$ cat src/rtl/psum_requant.sv
// psum_requant: accumulates K-tile psums on a bias, then rounds, ReLUs and saturates to int8
module psum_requant #(
   parameter int PW = 17,
   parameter int AW = 24,
   parameter int OW = 8
) (
   input  logic                 clk,
   input  logic                 rst_n,
   input  logic [7:0]           i_cfg_tiles,
   input  logic [4:0]           i_cfg_shift,
   input  logic                 i_cfg_relu,
   input  logic signed [AW-1:0] i_bias,
   input  logic                 i_in_valid,
   output logic                 o_in_ready,
   input  logic signed [PW-1:0] i_in_psum,
   output logic                 o_out_valid,
   input  logic                 i_out_ready,
   output logic signed [OW-1:0] o_out_data,
   output logic                 o_busy,
   output logic                 o_ovf,
   input  logic                 i_ovf_clr
);
   typedef enum logic [1:0] {IDLE, ACC, QUANT, OUT} state_t;
   state_t r_state, w_next;
   logic signed [AW-1:0] r_acc;
   logic [7:0]           r_cnt, r_tiles;
   logic [4:0]           r_shift;
   logic                 r_relu, r_ovf;
   logic signed [OW-1:0] r_out;
   logic                 w_xfer, w_last, w_acc_ovf, w_hi, w_lo;
   logic [7:0]           w_tiles_eff;
   logic signed [AW-1:0] w_base, w_acc_nx;
   logic signed [AW:0]   w_ext, w_sum, w_half, w_rnd, w_q, w_r;
   logic signed [OW-1:0] w_qout;
   assign o_in_ready  = rst_n && (r_state == IDLE || r_state == ACC);
   assign w_xfer      = i_in_valid && o_in_ready;
   assign w_tiles_eff = (i_cfg_tiles == 8'd0) ? 8'd1 : i_cfg_tiles;
   // in IDLE the group length comes from the live pins, afterwards from the shadow copy
   assign w_last      = (r_state == IDLE) ? (w_tiles_eff == 8'd1) : (r_cnt + 8'd1 == r_tiles);
   // accumulate one bit wider so overflow is visible, then clamp to the AW-bit range
   assign w_base      = (r_state == IDLE) ? i_bias : r_acc;
   assign w_ext       = {{(AW + 1 - PW){i_in_psum[PW-1]}}, i_in_psum};
   assign w_sum       = {w_base[AW-1], w_base} + w_ext;
   assign w_acc_ovf   = w_sum[AW] ^ w_sum[AW-1];
   assign w_acc_nx    = w_acc_ovf ? (w_sum[AW] ? {1'b1, {(AW-1){1'b0}}} : {1'b0, {(AW-1){1'b1}}})
                                  : w_sum[AW-1:0];
   // round-half-up arithmetic shift at AW+1 bits so the rounding add cannot wrap
   assign w_half      = (r_shift == 5'd0) ? '0 : ((AW + 1)'(1) << (r_shift - 5'd1));
   assign w_rnd       = {r_acc[AW-1], r_acc} + w_half;
   assign w_q         = w_rnd >>> r_shift;
   assign w_r         = (r_relu && w_q[AW]) ? '0 : w_q;
   assign w_hi        = !w_r[AW] && (|w_r[AW-1:OW-1]);
   assign w_lo        = w_r[AW] && !(&w_r[AW-1:OW-1]);
   assign w_qout      = w_hi ? {1'b0, {(OW-1){1'b1}}} : w_lo ? {1'b1, {(OW-1){1'b0}}} : w_r[OW-1:0];
   assign o_out_valid = (r_state == OUT);
   assign o_busy      = (r_state != IDLE);
   assign o_out_data  = r_out;
   assign o_ovf       = r_ovf;
   // state register
   always_ff @(posedge clk or negedge rst_n) begin
      if (!rst_n) r_state <= IDLE;
      else        r_state <= w_next;
   end
   // next-state logic: accept psums until the group's last one, one QUANT cycle, then hold result
   always_comb begin
      w_next = r_state;
      unique case (r_state)
         IDLE, ACC: if (w_xfer) w_next = w_last ? QUANT : ACC;
         QUANT:     w_next = OUT;
         OUT:       if (i_out_ready) w_next = IDLE;
      endcase
   end
   // accumulator, group counter, shadow config, result register and sticky overflow
   always_ff @(posedge clk or negedge rst_n) begin
      if (!rst_n) begin
         r_acc   <= '0;
         r_cnt   <= '0;
         r_tiles <= 8'd1;
         r_shift <= '0;
         r_relu  <= 1'b0;
         r_out   <= '0;
         r_ovf   <= 1'b0;
      end else begin
         if (w_xfer) begin
            r_acc <= w_acc_nx;
            r_cnt <= (r_state == IDLE) ? 8'd1 : r_cnt + 8'd1;
         end
         if (w_xfer && r_state == IDLE) begin
            r_tiles <= w_tiles_eff;
            r_shift <= i_cfg_shift;
            r_relu  <= i_cfg_relu;
         end
         if (r_state == QUANT) r_out <= w_qout;
         r_ovf <= (w_xfer && w_acc_ovf) || (r_state == QUANT && (w_hi || w_lo)) || (r_ovf && !i_ovf_clr);
      end
   end
endmodule

$ cat config.mk
export PLATFORM = sky130hd
export DESIGN_NAME = psum_requant
export DESIGN_NICKNAME = d
export VERILOG_FILES = /design/src/rtl/psum_requant.sv
export SDC_FILE = /design/constraint.sdc
export NUM_CORES = 1
export LEC_CHECK = 0
export BUFFER_PORTS_ARGS = -buffer_cell sky130_fd_sc_hd__buf_2
export CAP_MARGIN = 10
export CORE_MARGIN = 8
export CORE_UTILIZATION = 50
export CTS_CLUSTER_DIAMETER = 40
export DETAILED_ROUTE_END_ITERATION = 16
export PLACE_DENSITY = 0.8
export SLEW_MARGIN = 20
export SYNTH_ARGS = -nofsm -noshare
export SYNTH_HDL_FRONTEND = slang
export SYNTH_SLANG_ARGS = --single-unit
$ cat constraint.sdc
create_clock -name clk -period 15.7 [get_ports clk]
set_input_delay 0.785 -clock clk [delete_from_list [all_inputs] [get_ports clk]]
set_output_delay 0.785 -clock clk [all_outputs]
set_load 0.02 [all_outputs]
# Word level (Yosys, flattened, before mapping)
# Cells that the tools add are included.
# op_classes
n_shift	2
mux	14
addsub	4
reduce_logical	24
eq_ne	7
bitwise	1
# ops
cell	n
24-bit 2-to-1 mux	3
25-bit 2-to-1 mux	2
8-bit 2-to-1 mux	4
24-bit by 17-bit adder with 25-bit output	1
25-bit adder	1
1-bit by 5-bit left shift with 25-bit output (first input constant)	1
25-bit by 5-bit >>> shifter with 25-bit output	1
17-bit AND reduction	1
17-bit OR reduction	1
1-bit logical AND	9
8-bit by 1-bit adder with 8-bit output (second input constant)	1
8-bit by 1-bit == test with 1-bit output (second input constant)	1
8-bit == test	1
8-bit zero test	1
2-bit 2-to-1 mux	3
2-bit one-hot mux with 3 select lines	1
5-bit zero test	1
5-bit by 1-bit subtractor with 5-bit output (second input constant)	1
2-bit == test (second input constant)	2
1-bit logical OR	4
1-bit zero test	3
2-bit by 1-bit == test with 1-bit output (second input constant)	1
2-bit zero test	1
2-bit by 1-bit != test with 1-bit output (second input constant)	1
6 further kinds	6
# word_totals
regBits	57
output_inout_bits	12
elab_cells	60

# Longest topological paths before layout
# Gate-level depths: netlist of the first run.
# logic_depth
word_depth	14
ltp_mapped	20
mapped_depth_nobuf	18

# Least setup slack after synthesis of the first run
# OpenSTA, ideal clock, no wires.
# synth_timing
path_kind	reg2reg
start	reg r_shift[2]
end	reg r_out[0], in the netlist o_out_data[0]
slack_ns	10.417
n_path_buf	4
arrival_ns	5.179
path_stages_with_launch	20
setup_ns	0.104
path_cell_list	dfrtp_1 clkbuf_1 buf_1 clkbuf_1 nand3_1 nor2_1 ha_1 clkbuf_1 a21oi_1 o31ai_2 or3_1 o311a_4 o2111ai_4 a31oi_2 nor2_4 mux2i_4 nand3_2 or4_4 o41a_1 o311ai_1
# synth_between
elab_chain_cells	12
# synth_rtl
item	line	text
start: declaration	27	logic [4:0] r_shift;
start signal: assignment	90	r_shift <= i_cfg_shift;
5-bit by 1-bit subtractor with 5-bit output	48	assign w_half = (r_shift == 5'd0) ? '0 : ((AW + 1)'(1) << (r_shift - 5'd1));
1-bit by 5-bit left shift with 25-bit output	48	
25-bit 2-to-1 mux	48	
25-bit adder	49	assign w_rnd = {r_acc[AW-1], r_acc} + w_half;
25-bit by 5-bit >>> shifter with 25-bit output *	50	assign w_q = w_rnd >>> r_shift;
1-bit logical AND	51	assign w_r = (r_relu && w_q[AW]) ? '0 : w_q;
25-bit 2-to-1 mux *	51	
17-bit AND reduction	53	assign w_lo = w_r[AW] && !(&w_r[AW-1:OW-1]);
1-bit zero test	53	
1-bit logical AND	53	
8-bit 2-to-1 mux	54	assign w_qout = w_hi ? {1'b0, {(OW-1){1'b1}}} : w_lo ? {1'b1, {(OW-1){1'b0}}} : w_r[OW-1:0];
8-bit 2-to-1 mux *	54	
end signal: assignment	93	if (r_state == QUANT) r_out <= w_qout;
end: declaration	29	logic signed [OW-1:0] r_out;
# Mark *: on every way between the ends. The rest lies on a longest branch, timed or not.
# A chain may end at the register's enable or synchronous reset.

# Final worst setup path of the first run
# layout_timing
start	reg r_shift[0]
end	reg r_out[1], in the netlist o_out_data[1]
# The elaborated chain is that of the path after synthesis.

==> impl_metrics.csv, run 1 <==
group,metric,value,unit
cts,clock-sinks,57,
yosys,synth_edf_count,0,
status,status,"complete, no violations",
yosys,synth_common_cells,"nand2_1, nor2_1, o21ai_0",
yosys,yosys.area.top_type,"dfrtp_1",
timing,max_freq,0.138,GHz
yosys,ys_types,100,
yosys,synthFlopType,"dfrtp_1",
yosys,synthXorXnorAreaFrac,0.0443,
run,drv_cap,0,
finish,fill_cells,1501,
cts,clk-insertion-delay-late,0.33,ns
floorplan,die-area,0.0201,mm²
floorplan,die_w,142,µm
critical_path,cp.arrival,7.47,ns
cts,post_cts_buffers,0,
cts,cts_hold_buf,0,
yosys,synth_fp_nets,1137,
yosys,syn_area,0.00791,mm²
critical_path,critical_path.max_fanout,30,
routing,first_iter_violations,948,
yosys,synth_simple_gate_area_frac,0.230,
global_routing,antenna_found_initial,1,
yosys,yosysMostFrequentCell,"nand2_1",
power,p_leak,3.80,nW
placement,routabilityCongestion,0.994,
yosys,synth_top_family_by_area,"compound AO/OA/AOI/OAI gates",
power,p_total,1.73,mW
routing,drc,0,
global_routing,grt_max_degree,59,
yosys,ys_top_cells_by_area,"dfrtp_1, ha_1, nand2_1, mux2_2, o21ai_0",
placement,dp_hpwl,18.7,mm
yosys,synthAdderAreaFrac,0.108,
timing,slew_viol_final,0,
hold_path,hold_path_class,"flop to flop",
yosys,synth_compound_area_frac,0.301,
yosys,ys_seq_area_frac,0.181,
global_routing,grt_use_total,0.238,
global_routing,grt_pass1_wl,39.4,mm
critical_path,endpoint_kind,"flop",
timing,setup_viol_count_final,0,
yosys,yosysWarnings,0,
floorplan,core_area,0.0157,mm²
floorplan,die_y,142,µm
timing,whs,0.469,ns
cts,cts_resized,0,
cts,cts_tree,"built",
yosys,ys_ff_latch,57,
finish,layout-drive-gt1-share,0.156,
floorplan,num_io_pins,72,
power,power_density,199,mW/mm²
timing,fin_skew,0.00545,ns
yosys,synth.area.mux_share,0.0916,
cts,htreeDepth,3,
timing,worst_slack,8.46,ns
global_routing,grt_overflow,0,
yosys,syn_avg_cell_area,7.71,µm²
timing,finalCriticalPeriod,7.24,ns
floorplan,initial_core_util,0.505,
cts,root_buffer,"clkbuf_16",
timing,rsz0062_at_grt,"false",
critical_path,r2r_slack,8.46,ns
floorplan,rows,46,
yosys,synth-async-reset-ratio,1.00,
routing,wl_per_cell,19.1,µm
placement,port_buffers,71,
cts,clockBufferDepth,2,
timing,maxSlewHeadroom,0.337,
power,vdd_drop_max,101,µV
placement,dp_slack,8.68,ns
finish,fin_util,0.555,
finish,nets,1170,
timing,finalCritPeriodShare,0.461,
critical_path,worstSetupPathType,"flop to flop",
cts,clk_pin_slew,0.05,ns
routing,vias,8363,
timing,tightest_slew,0.995,ns
global_routing,grt_pass1_vias,7779,
timing,setup-tns-final,0,ns
routing,viasPerCell,6.54,
cts,numCtsBuffers,9,
critical_path,critPathRequiredTime,15.92,ns
routing,final_antenna_net_count,0,
routing,dr.pass1.iters,6,
finish,syn_to_final_growth,9.81,%
finish,diodes,0,
routing,drt_wl_total,24.4,mm
critical_path,start_kind,"flop",
yosys,syn_inst,1026,
timing,hold_viol_final,0,
yosys,netlist.area_leader.share,0.177,
## stage by stage
step,instances,area [µm²]
5_1_grt,1279,8680
4_1_cts,1279,8680
6_report,1279,8680
3_5_place_dp,1264,8370
2_1_floorplan,1026,7910
3_3_place_gp,1264,8370
## report_power, final
part	switching [mW]	internal, mW	leakage (nW)
Sequential	0.0946	0.208	0.696
Clock	0.0701	0.142	0.159
Combinational	0.726	0.487	2.95
Total	0.891	0.837	3.80
## worst max-delay path: stages, from the launching register on
cell,delay (ns)
dfrtp_1,0.99
clkinv_1,0.93
nand2_1,0.66
nor2_1,0.11
ha_1,0.52
a21oi_1,0.19
o31ai_2,0.57
or3_1,0.33
o311a_4,0.26
o2111ai_4,0.15
and4_4,0.21
or2_1,0.37
a221oi_1,0.60
a41oi_1,0.32
o41a_1,0.61
o311ai_1,0.31
## metal layers
layer / wire, µm / vias up / GRT usage
met4: 673 / 2 / 0.0820
met2: 11200 / 412 / 0.389
met5: 13 / - / 0
met1: 10700 / 3916 / 0.309
li1: - / 3959 / -
met3: 1820 / 74 / 0.0447
## cell families after synthesis
group / count (synthesis)
multiplexers: 63
AND/OR/NAND/NOR: 368
AO/OA/AOI/OAI: 338
adder cells (fa/ha/maj): 71
flip-flops: 57
buffers and inverters: 89
XOR/XNOR: 40
## path summary, 6_finish.rpt
kind	from	end	cells after the start
min in group asynchronous	rst_n	o_out_data[3]	2
setup / recovery	r_shift[0]	o_out_data[1]	15
hold reg to reg	o_out_data[7]	o_out_data[7]	2
hold / removal	o_out_data[7]	o_out_data[7]	2
setup reg to reg	r_shift[0]	o_out_data[1]	15
max in group asynchronous	rst_n	r_acc[15]	2
## state kept, by name, indices dropped and copies added, names as in the netlist
name        count
r_cnt           8
r_acc          24
o_ovf           1
r_tiles         8
r_relu          1
o_out_data      8
r_shift         5
r_state         2
## cells in the final DEF, fill, tap and decap left out, types with 15 or more instances in the layout
cell type  Yosys  layout
maj3_1        20      20
a21o_1        21      21
and2_1        15      15
ha_1          49      49
mux2i_1       24      24
nor2_1        88      87
dfrtp_1       56      56
inv_1         30      30
nand3_1       30      30
xnor2_1       21      21
nand2b_1      16      16
nand2_1      111     111
o211ai_1      16      16
a21oi_1       62      62
a211oi_1      21      21
xor2_1        19      19
nor3_1        26      26
mux2_2        35      35
buf_2          8      71
o21ai_0       75      75
## area by class of cell
| type | instances | area [µm²] | area share |
|---|---|---|---|
| sequential | 57 | 1430 | 0.164 |
| timing repair buffer | 78 | 408 | 0.0470 |
| tap | 216 | 270 | 0.0311 |
| clock inverter | 5 | 78.8 | 0.00908 |
| clock buffer | 10 | 239 | 0.0275 |
| multi-input combinational | 880 | 6140 | 0.707 |
| inverter | 33 | 124 | 0.0143 |
Note: power is estimated with default switching activity, not from simulation.
==> run 2, diff against run 1 <==
Settings changed: ABC_AREA from default to 1.
Clock period 15.7 ns to 7.4 ns, I/O delays scaled along.
==> impl_metrics.csv, run 2 <==
group,metric,value,unit
status,status,"complete, no violations",
timing,max_freq,0.189,GHz
cts,clockBufferDepth,2,
routing,dr.pass1.iters,5,
global_routing,grt_pass1_vias,7754,
critical_path,critical_path.max_fanout,19,
global_routing,grt_use_total,0.247,
yosys,yosysMostFrequentCell,"nand2_1",
critical_path,worstSetupPathType,"flop to flop",
power,p_total,3.67,mW
critical_path,slowest_stage,"dfrtp_1",
critical_path,cp_top_family,"simple AND/OR/NAND/NOR gates",
cts,clk_pin_slew,0.05,ns
timing,tightest_slew,1.06,ns
cts,root_buffer,"clkbuf_16",
power,vdd_drop_max,191,µV
floorplan,core_area,0.0144,mm²
routing,wl_per_cell,15.0,µm
floorplan,die-area,0.0187,mm²
timing,rsz0062_at_grt,"false",
cts,post_cts_buffers,0,
critical_path,start_kind,"flop",
critical_path,cp.arrival,5.48,ns
timing,fin_skew,0.00391,ns
finish,nets,1402,
finish,regArea,0.00143,mm²
yosys,ys_seq_area_frac,0.195,
yosys,ys_types,52,
cts,numCtsBuffers,9,
run,drv_cap,0,
critical_path,worstReg2RegStart,"r_shift[2]",
timing,finalCritPeriodShare,0.715,
yosys,syn_area,0.00731,mm²
yosys,yosys.area.top_type,"nand2_1",
routing,first_iter_violations,989,
yosys,yosysWarnings,0,
critical_path,crit_start,"r_shift[2]",
hold_path,hold_path_class,"primary input to asynchronous set/reset pin",
finish,diodes,0,
finish,largest_register,"r_acc",
critical_path,worst-path-buf-inv,5,
yosys,synth_edf_count,0,
finish,fin_util,0.557,
cts,cts_hold_buf,0,
placement,routabilityCongestion,1.02,
global_routing,grt_overflow,0,
global_routing,grt_max_degree,59,
critical_path,r2r_slack,2.11,ns
critical_path,cp.depth,32,
finish,syn_to_final_growth,9.89,%
routing,vias,8331,
routing,viasPerCell,5.63,
floorplan,rows,44,
finish,largest_reg_flops,24,
critical_path,endpoint_kind,"flop",
floorplan,num_io_pins,72,
power,power_density,457,mW/mm²
critical_path,critPathRequiredTime,7.60,ns
finish,layout_commonest_cell,"nand2_1",
placement,dp_hpwl,18.0,mm
yosys,synth-async-reset-ratio,1.00,
critical_path,cp_common_cell,"nand2_1",
finish,layout_common_cells,"nand2_1, inv_1, nand3_1, nor2_1, buf_2",
placement,port_buffers,71,
timing,maxSlewHeadroom,0.290,
yosys,netlist.area_leader.share,0.213,
yosys,ys_top_cells_by_area,"nand2_1, dfrtp_1, nand3_1, inv_1, ha_1",
routing,drc,0,
cts,cts_resized,0,
global_routing,antenna_found_initial,0,
cts,clock-sinks,57,
critical_path,critPathCapture,"o_out_data[4]",
global_routing,grt_pass1_wl,37.9,mm
yosys,synth_fp_nets,1350,
cts,cts_tree,"built",
critical_path,r2r_end,"o_out_data[4]",
yosys,ys_ff_latch,57,
power,p_leak,4.44,nW
floorplan,die_w,137,µm
timing,finalCriticalPeriod,5.29,ns
critical_path,r2r_cells,32,
yosys,synth_common_cells,"nand2_1, inv_1, nand3_1",
cts,clk-insertion-delay-late,0.33,ns
finish,multiInputGateArea,0.00508,mm²
critical_path,max_stage_delay,0.61,ns
yosys,synthFlopType,"dfrtp_1",
timing,setup_viol_count_final,0,
floorplan,die_y,137,µm
routing,drt_wl_total,22.2,mm
finish,fill_cells,1476,
floorplan,initial_core_util,0.507,
yosys,syn_avg_cell_area,5.90,µm²
timing,slew_viol_final,0,
timing,hold_viol_final,0,
cts,htreeDepth,3,
yosys,syn_inst,1239,
finish,layout-drive-gt1-share,0.0988,
timing,setup-tns-final,0,ns
routing,final_antenna_net_count,0,
-- run 2: routing by layer --
layer,up-vias,share of wire,GRT usage
met5,-,0,0
met3,41,0.077,0.0338
met1,3760,0.45,0.341
li1,4144,-,-
met2,386,0.45,0.389
met4,0,0.025,0.0779
-- run 2: power by group --
group | switching (mW) | internal (mW)
sequential | 0.144 | 0.438
clock | 0.139 | 0.222
combinational | 1.82 | 0.906
-- run 2: worst min-delay path by stage --
stage / startpoint / to / slack, ns
after floorplan: rst_n / o_out_data[0] / 0.07
after global placement: o_out_data[6] / o_out_data[6] / 0.46
after detailed placement: o_out_data[3] / o_out_data[3] / 0.47
after CTS: rst_n / r_tiles[2] / 0.21
after global routing: rst_n / o_out_data[5] / 0.25
final: rst_n / o_out_data[7] / 0.18
-- run 2: final cells by class --
class | count | share of cell area
Sequential cell | 57 | 0.178
Inverter | 171 | 0.0799
Multi-Input combinational cell | 976 | 0.632
Tap cell | 184 | 0.0287
Clock buffer | 9 | 0.0280
Clock inverter | 6 | 0.00452
Timing Repair Buffer | 76 | 0.0489
-- run 2: cells by family after synthesis --
group,Yosys count,synth area share
AO/OA/AOI/OAI,168,0.138
XOR/XNOR,34,0.0407
adder cells (fa/ha/maj),51,0.0893
buffers and inverters,206,0.110
flip-flops,57,0.195
multiplexers,2,0.00274
AND/OR/NAND/NOR,721,0.424
-- run 2: metrics by stage --
stage	instance area (µm²)	hold slack, ns	worst slack, ns	instances
global placement	7770	0.461	2.31	1464
floorplan	7310	0.0744	3.20	1239
global route	8030	0.251	1.49	1479
CTS	8030	0.213	2.21	1479
finish	8030	0.184	2.11	1479
detailed placement	7770	0.472	2.23	1464
-- run 2: worst register-to-register path, delay by kind of cell (launching register included) --
family	cells	cell delay, ns
DFF	1	0.61
buffers and inverters	5	0.67
AOI/OAI and AO/OA	4	0.80
adders and majority gates	2	0.58
and+or+nand+nor	21	2.50
